**src/rtl/serial_tx.sv**
```systemverilog
// ============================================================================
//  Module   : serial_tx
//  Function : Parameterised serial transmitter. It sends a start bit, the data
//             bits LSB first, an optional even-parity bit and a stop bit.
//  Revision : 1.0 - initial release
// ============================================================================
`default_nettype none

module serial_tx #(
    parameter int WIDTH        = 8,
    parameter int CLKS_PER_BIT = 434,
    parameter int PARITY_EN    = 1
) (
    input  logic             clk,
    input  logic             reset,
    input  logic [WIDTH-1:0] data_in,
    input  logic             send,
    output logic             ready,
    output logic             tx_out,
    output logic             done
);

    localparam int CNT_W = $clog2(CLKS_PER_BIT) + 1;
    localparam int IDX_W = (WIDTH > 1) ? $clog2(WIDTH) : 1;

    localparam logic [CNT_W-1:0] CNT_LAST = CNT_W'(CLKS_PER_BIT - 1);
    localparam logic [IDX_W-1:0] IDX_LAST = IDX_W'(WIDTH - 1);

    localparam logic [2:0] IDLE   = 3'd0;
    localparam logic [2:0] START  = 3'd1;
    localparam logic [2:0] DATA   = 3'd2;
    localparam logic [2:0] PARITY = 3'd3;
    localparam logic [2:0] STOP   = 3'd4;

    logic [2:0]       state;
    logic [2:0]       next_state;
    logic [CNT_W-1:0] bit_cnt;
    logic [CNT_W-1:0] cnt_next;
    logic [IDX_W-1:0] bit_idx;
    logic [IDX_W-1:0] idx_next;
    logic [WIDTH-1:0] shreg;
    logic [WIDTH-1:0] shreg_next;
    logic             tx_next;
    logic             bit_end;
    logic             accept;

    assign bit_end = (bit_cnt == CNT_LAST);
    assign accept  = send && (state == IDLE);

    // State register; tx_out is registered from the decoded next state
    always_ff @(posedge clk) begin
        if (reset) begin
            state   <= IDLE;
            bit_cnt <= '0;
            bit_idx <= '0;
            shreg   <= '0;
            tx_out  <= 1'b1;
        end else begin
            state   <= next_state;
            bit_cnt <= cnt_next;
            bit_idx <= idx_next;
            shreg   <= shreg_next;
            tx_out  <= tx_next;
        end
    end

    always_comb begin
        next_state = state;
        cnt_next   = bit_cnt;
        idx_next   = bit_idx;
        shreg_next = shreg;
        if (state != IDLE) begin
            cnt_next = bit_end ? '0 : bit_cnt + CNT_W'(1);
        end
        case (state)
            IDLE: begin
                if (accept) begin
                    next_state = START;
                    shreg_next = data_in;
                    cnt_next   = '0;
                    idx_next   = '0;
                end
            end
            START: begin
                if (bit_end) begin
                    next_state = DATA;
                end
            end
            DATA: begin
                if (bit_end) begin
                    if (bit_idx == IDX_LAST) begin
                        idx_next   = '0;
                        next_state = (PARITY_EN != 0) ? PARITY : STOP;
                    end else begin
                        idx_next = bit_idx + IDX_W'(1);
                    end
                end
            end
            PARITY: begin
                if (bit_end) begin
                    next_state = STOP;
                end
            end
            STOP: begin
                if (bit_end) begin
                    next_state = IDLE;
                end
            end
            default: begin
                next_state = IDLE;
            end
        endcase
    end

    always_comb begin
        ready   = (state == IDLE);
        done    = (state == STOP) && bit_end;
        tx_next = 1'b1;
        case (next_state)
            START:   tx_next = 1'b0;
            DATA:    tx_next = shreg_next[idx_next];
            PARITY:  tx_next = ^shreg;
            default: tx_next = 1'b1;
        endcase
    end

endmodule

`default_nettype wire

```
**config.mk**
```make
export PLATFORM = sky130hd
export DESIGN_NAME = serial_tx
export DESIGN_NICKNAME = d
export VERILOG_FILES = /design/src/rtl/serial_tx.sv
export SDC_FILE = /design/constraint.sdc
export NUM_CORES = 1
export LEC_CHECK = 0
export CAP_MARGIN = 25
export CORE_MARGIN = 1
export CORE_UTILIZATION = 59
export CTS_CLUSTER_DIAMETER = 60
export CTS_CLUSTER_SIZE = 25
export DETAILED_ROUTE_END_ITERATION = 8
export PLACE_DENSITY = 0.83
export RECOVER_POWER = 50
export SYNTH_ARGS = -nofsm -noshare
export SYNTH_HDL_FRONTEND = slang
export SYNTH_SLANG_ARGS = --single-unit
```
**constraint.sdc**
```tcl
create_clock -name clk -period 5.9 [get_ports clk]
set_input_delay 0.59 -clock clk [delete_from_list [all_inputs] [get_ports clk]]
set_output_delay 0.59 -clock clk [all_outputs]
set_load 0.1 [all_outputs]
```
; ---- Yosys cells after proc, flatten, opt, wreduce, memory -nomap -nowiden
; Cells that the tools add are included.
[totals]
output_inout_bits = 3
reg_bits = 25
[op_classes]
add_sub_neg = 2
n_reduce_logical = 5
n_mux = 20
eq_ne = 9
n_lt_le_gt_ge = 1
[op_table]
columns = cell, count
row1 = $mux W10, 4
row2 = $mux W3, 9
row3 = $mux W8, 2
row4 = $pmux W3 S5, 1
row5 = $eq A3 B2 Y1 const B, 4
row6 = $add A10 B1 Y10 const B, 1
row7 = $eq A10 B9 Y1 const B, 1
row8 = $reduce_xor A8 Y1, 1
row9 = $eq A3 B1 Y1 const B, 2
row10 = $eq A3 B3 Y1 const B, 2
row11 = $pmux W3 S2, 1
row12 = $lt A3 B4 Y1 const B, 1
row13 = $add A3 B1 Y3 const B, 1
row14 = $bmux W1 S3, 1
row15 = $logic_not A3 Y1, 1
row16 = $pmux W1 S3, 1
row17 = $reduce_bool A3 Y1, 1
row18 = $logic_and A1 B1 Y1, 2
row19 = $mux W1, 1

; ---- Longest topological paths before layout
[logic_depth]
depth_word = 7
ltp_mapped = 10

; ---- Worst setup path before layout
; No wires, ideal clock.
[synth_path]
kind = register to output
from = reg bit_cnt[0]
to = out done
slack_ns = 3.342
t_required_ns = 5.310
path_stages_with_launch = 6
path_buffers = 1
arrival_time_ns = 1.968
path_cell_list = dfxtp_1 -> ha_1 -> and4b_1 -> and3b_2 -> clkbuf_1 -> and3_1
[synth_via]
elab_chain_len = 2
[synth_lines]
columns = element, line
row1 = from (decl), 37  ; logic [CNT_W-1:0] bit_cnt;
row2 = from (signal assigned), 60  ; bit_cnt <= cnt_next;
row3 = $eq A10 B9 Y1, 47  ; assign bit_end = (bit_cnt == CNT_LAST);
row4 = $logic_and A1 B1 Y1, 117  ; done = (state == STOP) && bit_end;
row5 = to (decl), 20  ; output logic done
; Every way passes these cells.

; ---- Worst setup path after layout
; Ends and elaborated chain as after synthesis.

==> flow_metrics.py <==
metrics = {
    "routing": {
        "vias": 1060,
        "ant_nets": 0,
        "wl_um": 2582,
        "first_iter_violations": 48,
        "remaining_drc_errors": 0,
        "wl_per_cell_um": 13.96,
        "vias_per_cell": 5.730,
        "dr.pass1.iters": 4,
    },
    "clocking": {
        "post-cts-setup-buffer-count": 0,
        "clock_latency_ns": 0.33,
        "cts_buffers": 3,
        "clkSinkCount": 25,
        "htree_num_levels": 1,
        "clk_pin_slew_worst_paths_ns": 0.15,
        "postCtsResizedCells": 0,
        "ctsRootBufferMaster": "clkbuf_4",
        "clockBufferDepth": 2,
        "cts_tree": "yes",
        "holdBufCountCts": 0,
    },
    "grt": {
        "antenna_found_initial": 0,
        "grt_pass1_vias": 1058,
        "grt_pass1_wl_um": 4616,
        "overflow": 0,
        "grt_util_all_layers_pct": 24.66,
        "grt_max_degree": 19,
    },
    "worst_hold_path": {
        "hold_path_startpoint": "bit_cnt[9]$_SDFF_PP0_",
        "holdPathStages": 2,
        "hold_path.class": "flip-flop to flip-flop",
        "hold_end": "bit_cnt[9]$_SDFF_PP0_",
    },
    "floorplanning": {
        "io_pins": 14,
        "floorplan.initialDensity_pct": 65.20,
        "dieArea_um2": 2450,
        "die_h_um": 49.50,
        "die_width_um": 49.50,
        "core-area_um2": 2042,
        "rows": 16,
    },
    "place": {
        "post-place-ws_ns": 2.927,
        "dp_hpwl_um": 1986,
        "port_buffers": 13,
        "place_inst": 181,
        "gp_congestion": 0.7823,
    },
    "synth": {
        "synth-seq-cells": 25,
        "synth.yosys.warnings": 0,
        "ys_types": 41,
        "netlist_area_um2": 1331,
        "syn_area_per_cell_um2": 9.056,
        "syn-num-nets": 162,
        "ys_top_cells_by_area": "dfxtp_1, nor2_1, mux2i_1",
        "synth.top_cell.area_share_pct": 37.59,
        "yosysTopAreaCell": "dfxtp_1",
        "syn-instance-count": 147,
        "ys_seq_area_share_pct": 37.59,
    },
    "setup_path": {
        "cp_data_arrival_time_ns": 2.86,
        "crit_fanout": 9,
        "timing.critical_path.max_delay_family": "buffers and inverters",
        "crit_path_top_delay_cell": "clkdlybuf4s50_1",
        "r2r-end": "tx_out$_SDFF_PP1_",
        "start_kind": "flip-flop",
        "reg2reg_slack_ns": 3.26,
        "r2r_start": "state[1]$_SDFF_PP0_",
        "crit_cells": 5,
        "worst-path-buf-inv": 1,
        "max_stage_delay_ns": 1.12,
        "rr_worst_depth": 6,
        "endpoint_kind": "primary output",
        "required_ns": 5.31,
        "path_cells": "ha_1 -> and4b_1 -> and3b_1 -> and3_1 -> clkdlybuf4s50_1",
        "path_class": "flip-flop to primary output",
    },
    "status": {
        "outcome": "completed",
    },
    "timing": {
        "final.min_clock_period_ns": 3.452,
        "worst_slack_ns": 2.448,
        "relSlewSlack_pct": 34.85,
        "worst_pin_slew_ns": 0.9742,
        "rsz0062_at_grt": "no",
        "tns_ns": 0,
        "finClkSkew_ns": 0.009434,
        "hold_violations": 0,
        "finalCritPeriodShare_pct": 58.52,
        "fmax_mhz": 289.6,
        "finalSetupViolCount": 0,
        "maxSlewViolCount": 0,
    },
    "run": {
        "drv_cap": 0,
    },
    "cells_and_area": {
        "antenna_cells": 0,
        "fin_cells": 185,
        "area_delta_synth_final_pct": 10.24,
        "drive_gt1_share_pct": 6.329,
        "final_nets": 174,
        "nFillCells": 177,
    },
    "power_and_ir_drop": {
        "p_per_area_nw_per_um2": 214.0,
        "vdd_ir_drop_max_uv": 188.0,
        "p_leak_nw": 0.5581,
    },
}
metrics by stage:
stage	hold WS, ns	power (mW)	area (um2)	util (%)
2_1_floorplan	0.4588	0.2200	1331	-
3_3_place_gp	0.4725	0.2330	1460	71.51
3_5_place_dp	0.4941	0.2346	1460	71.51
4_1_cts	0.5135	0.3159	1491	73.04
5_1_grt	0.5620	0.3279	1468	71.88
6_report	0.5086	0.3140	1468	71.88
kinds of logic (layout without fill, tap and decap cells):
kind of cell / Yosys count / after routing / synth area share, %
AO/OA/AOI/OAI: 18 / 18 / 11.28
XOR/XNOR: 15 / 15 / 9.868
flip-flops: 25 / 25 / 37.59
adder cells (fa/ha/maj): 4 / 4 / 3.760
multiplexers: 12 / 12 / 9.211
AND/OR/NAND/NOR: 64 / 64 / 24.72
buffers and inverters: 9 / 20 / 3.571
sequential cells by signal, summed over array words and instances (netlist names):
| register | count |
|---|---|
| bit_cnt | 10 |
| shreg | 8 |
| bit_idx | 3 |
| tx_out | 1 |
| state | 3 |
layer usage:
metal	track usage (%)	vias to the layer above	wire length [um]
li1	-	541	-
met2	43.61	22	1311
met1	28.68	492	1160
met5	0	-	0
met3	4.630	5	72
met4	10.95	0	38
final cells by class:
type | instances | area, um2 | share of cell area, %
clock buffer | 3 | 22.52 | 1.535
clock inverter | 1 | 8.758 | 0.5968
inverter | 3 | 12.51 | 0.8525
multi-input combinational | 113 | 759.5 | 51.75
sequential | 25 | 500.5 | 34.10
tap | 27 | 33.78 | 2.302
timing repair buffer | 13 | 130.1 | 8.866
power by group:
| group | internal, mW | leakage [nW] | switching, mW |
|---|---|---|---|
| combinational | 0.0227 | 0.336 | 0.0289 |
| sequential | 0.174 | 0.204 | 0.00434 |
| clock | 0.0277 | 0.0183 | 0.0565 |
| total | 0.224 | 0.558 | 0.0897 |
worst max-delay path by stage:
stage                       to                   from  slack (ns)
after detailed placement  done  bit_cnt[0]$_SDFF_PP0_        2.93
after global placement    done  bit_cnt[0]$_SDFF_PP0_        2.98
after global routing      done  bit_cnt[0]$_SDFF_PP0_        2.29
after floorplan           done  bit_cnt[0]$_SDFF_PP0_        3.34
after CTS                 done  bit_cnt[0]$_SDFF_PP0_        2.54
final                     done  bit_cnt[0]$_SDFF_PP0_        2.45
placed cells by master, fill, tap and decap left out, types with 3 or more instances in the layout:
cell / Yosys / final
ha_1: 4 / 4
nand4_1: 4 / 4
or3_1: 3 / 3
nor2_1: 31 / 32
xor2_1: 5 / 5
mux2i_1: 10 / 10
dfxtp_1: 25 / 25
xnor2_1: 10 / 10
clkbuf_4: 0 / 3
a31oi_1: 2 / 3
a21oi_1: 4 / 4
nand3_1: 3 / 3
nand2_1: 10 / 10
clkdlybuf4s50_1: 0 / 13
synth_stat cells (all sizes together):
library cell / instances
nor2: 32
dfxtp: 25
mux2i: 10
nand2: 10
xnor2: 10
a21oi: 5
nand4: 5
xor2: 5
clkbuf: 4
ha: 4
a31oi: 3
nand3: 3
or3: 3
and4b: 2
buf: 2
inv: 2
mux2: 2
nor3: 2
nor3b: 2
o21ai: 2
a2111o: 1
a22oi: 1
a311o: 1
a32o: 1
a32oi: 1
and3: 1
and3b: 1
clkinv: 1
nand2b: 1
nand3b: 1
nand4b: 1
o21a: 1
o22a: 1
o31ai: 1
tightest hold or removal path: stages, from the launching register on:
cell	delay [ns]
dfxtp_1	0.35
o21ai_0	0.07
a21oi_1	0.06
(Power assumes the default switching activity.)
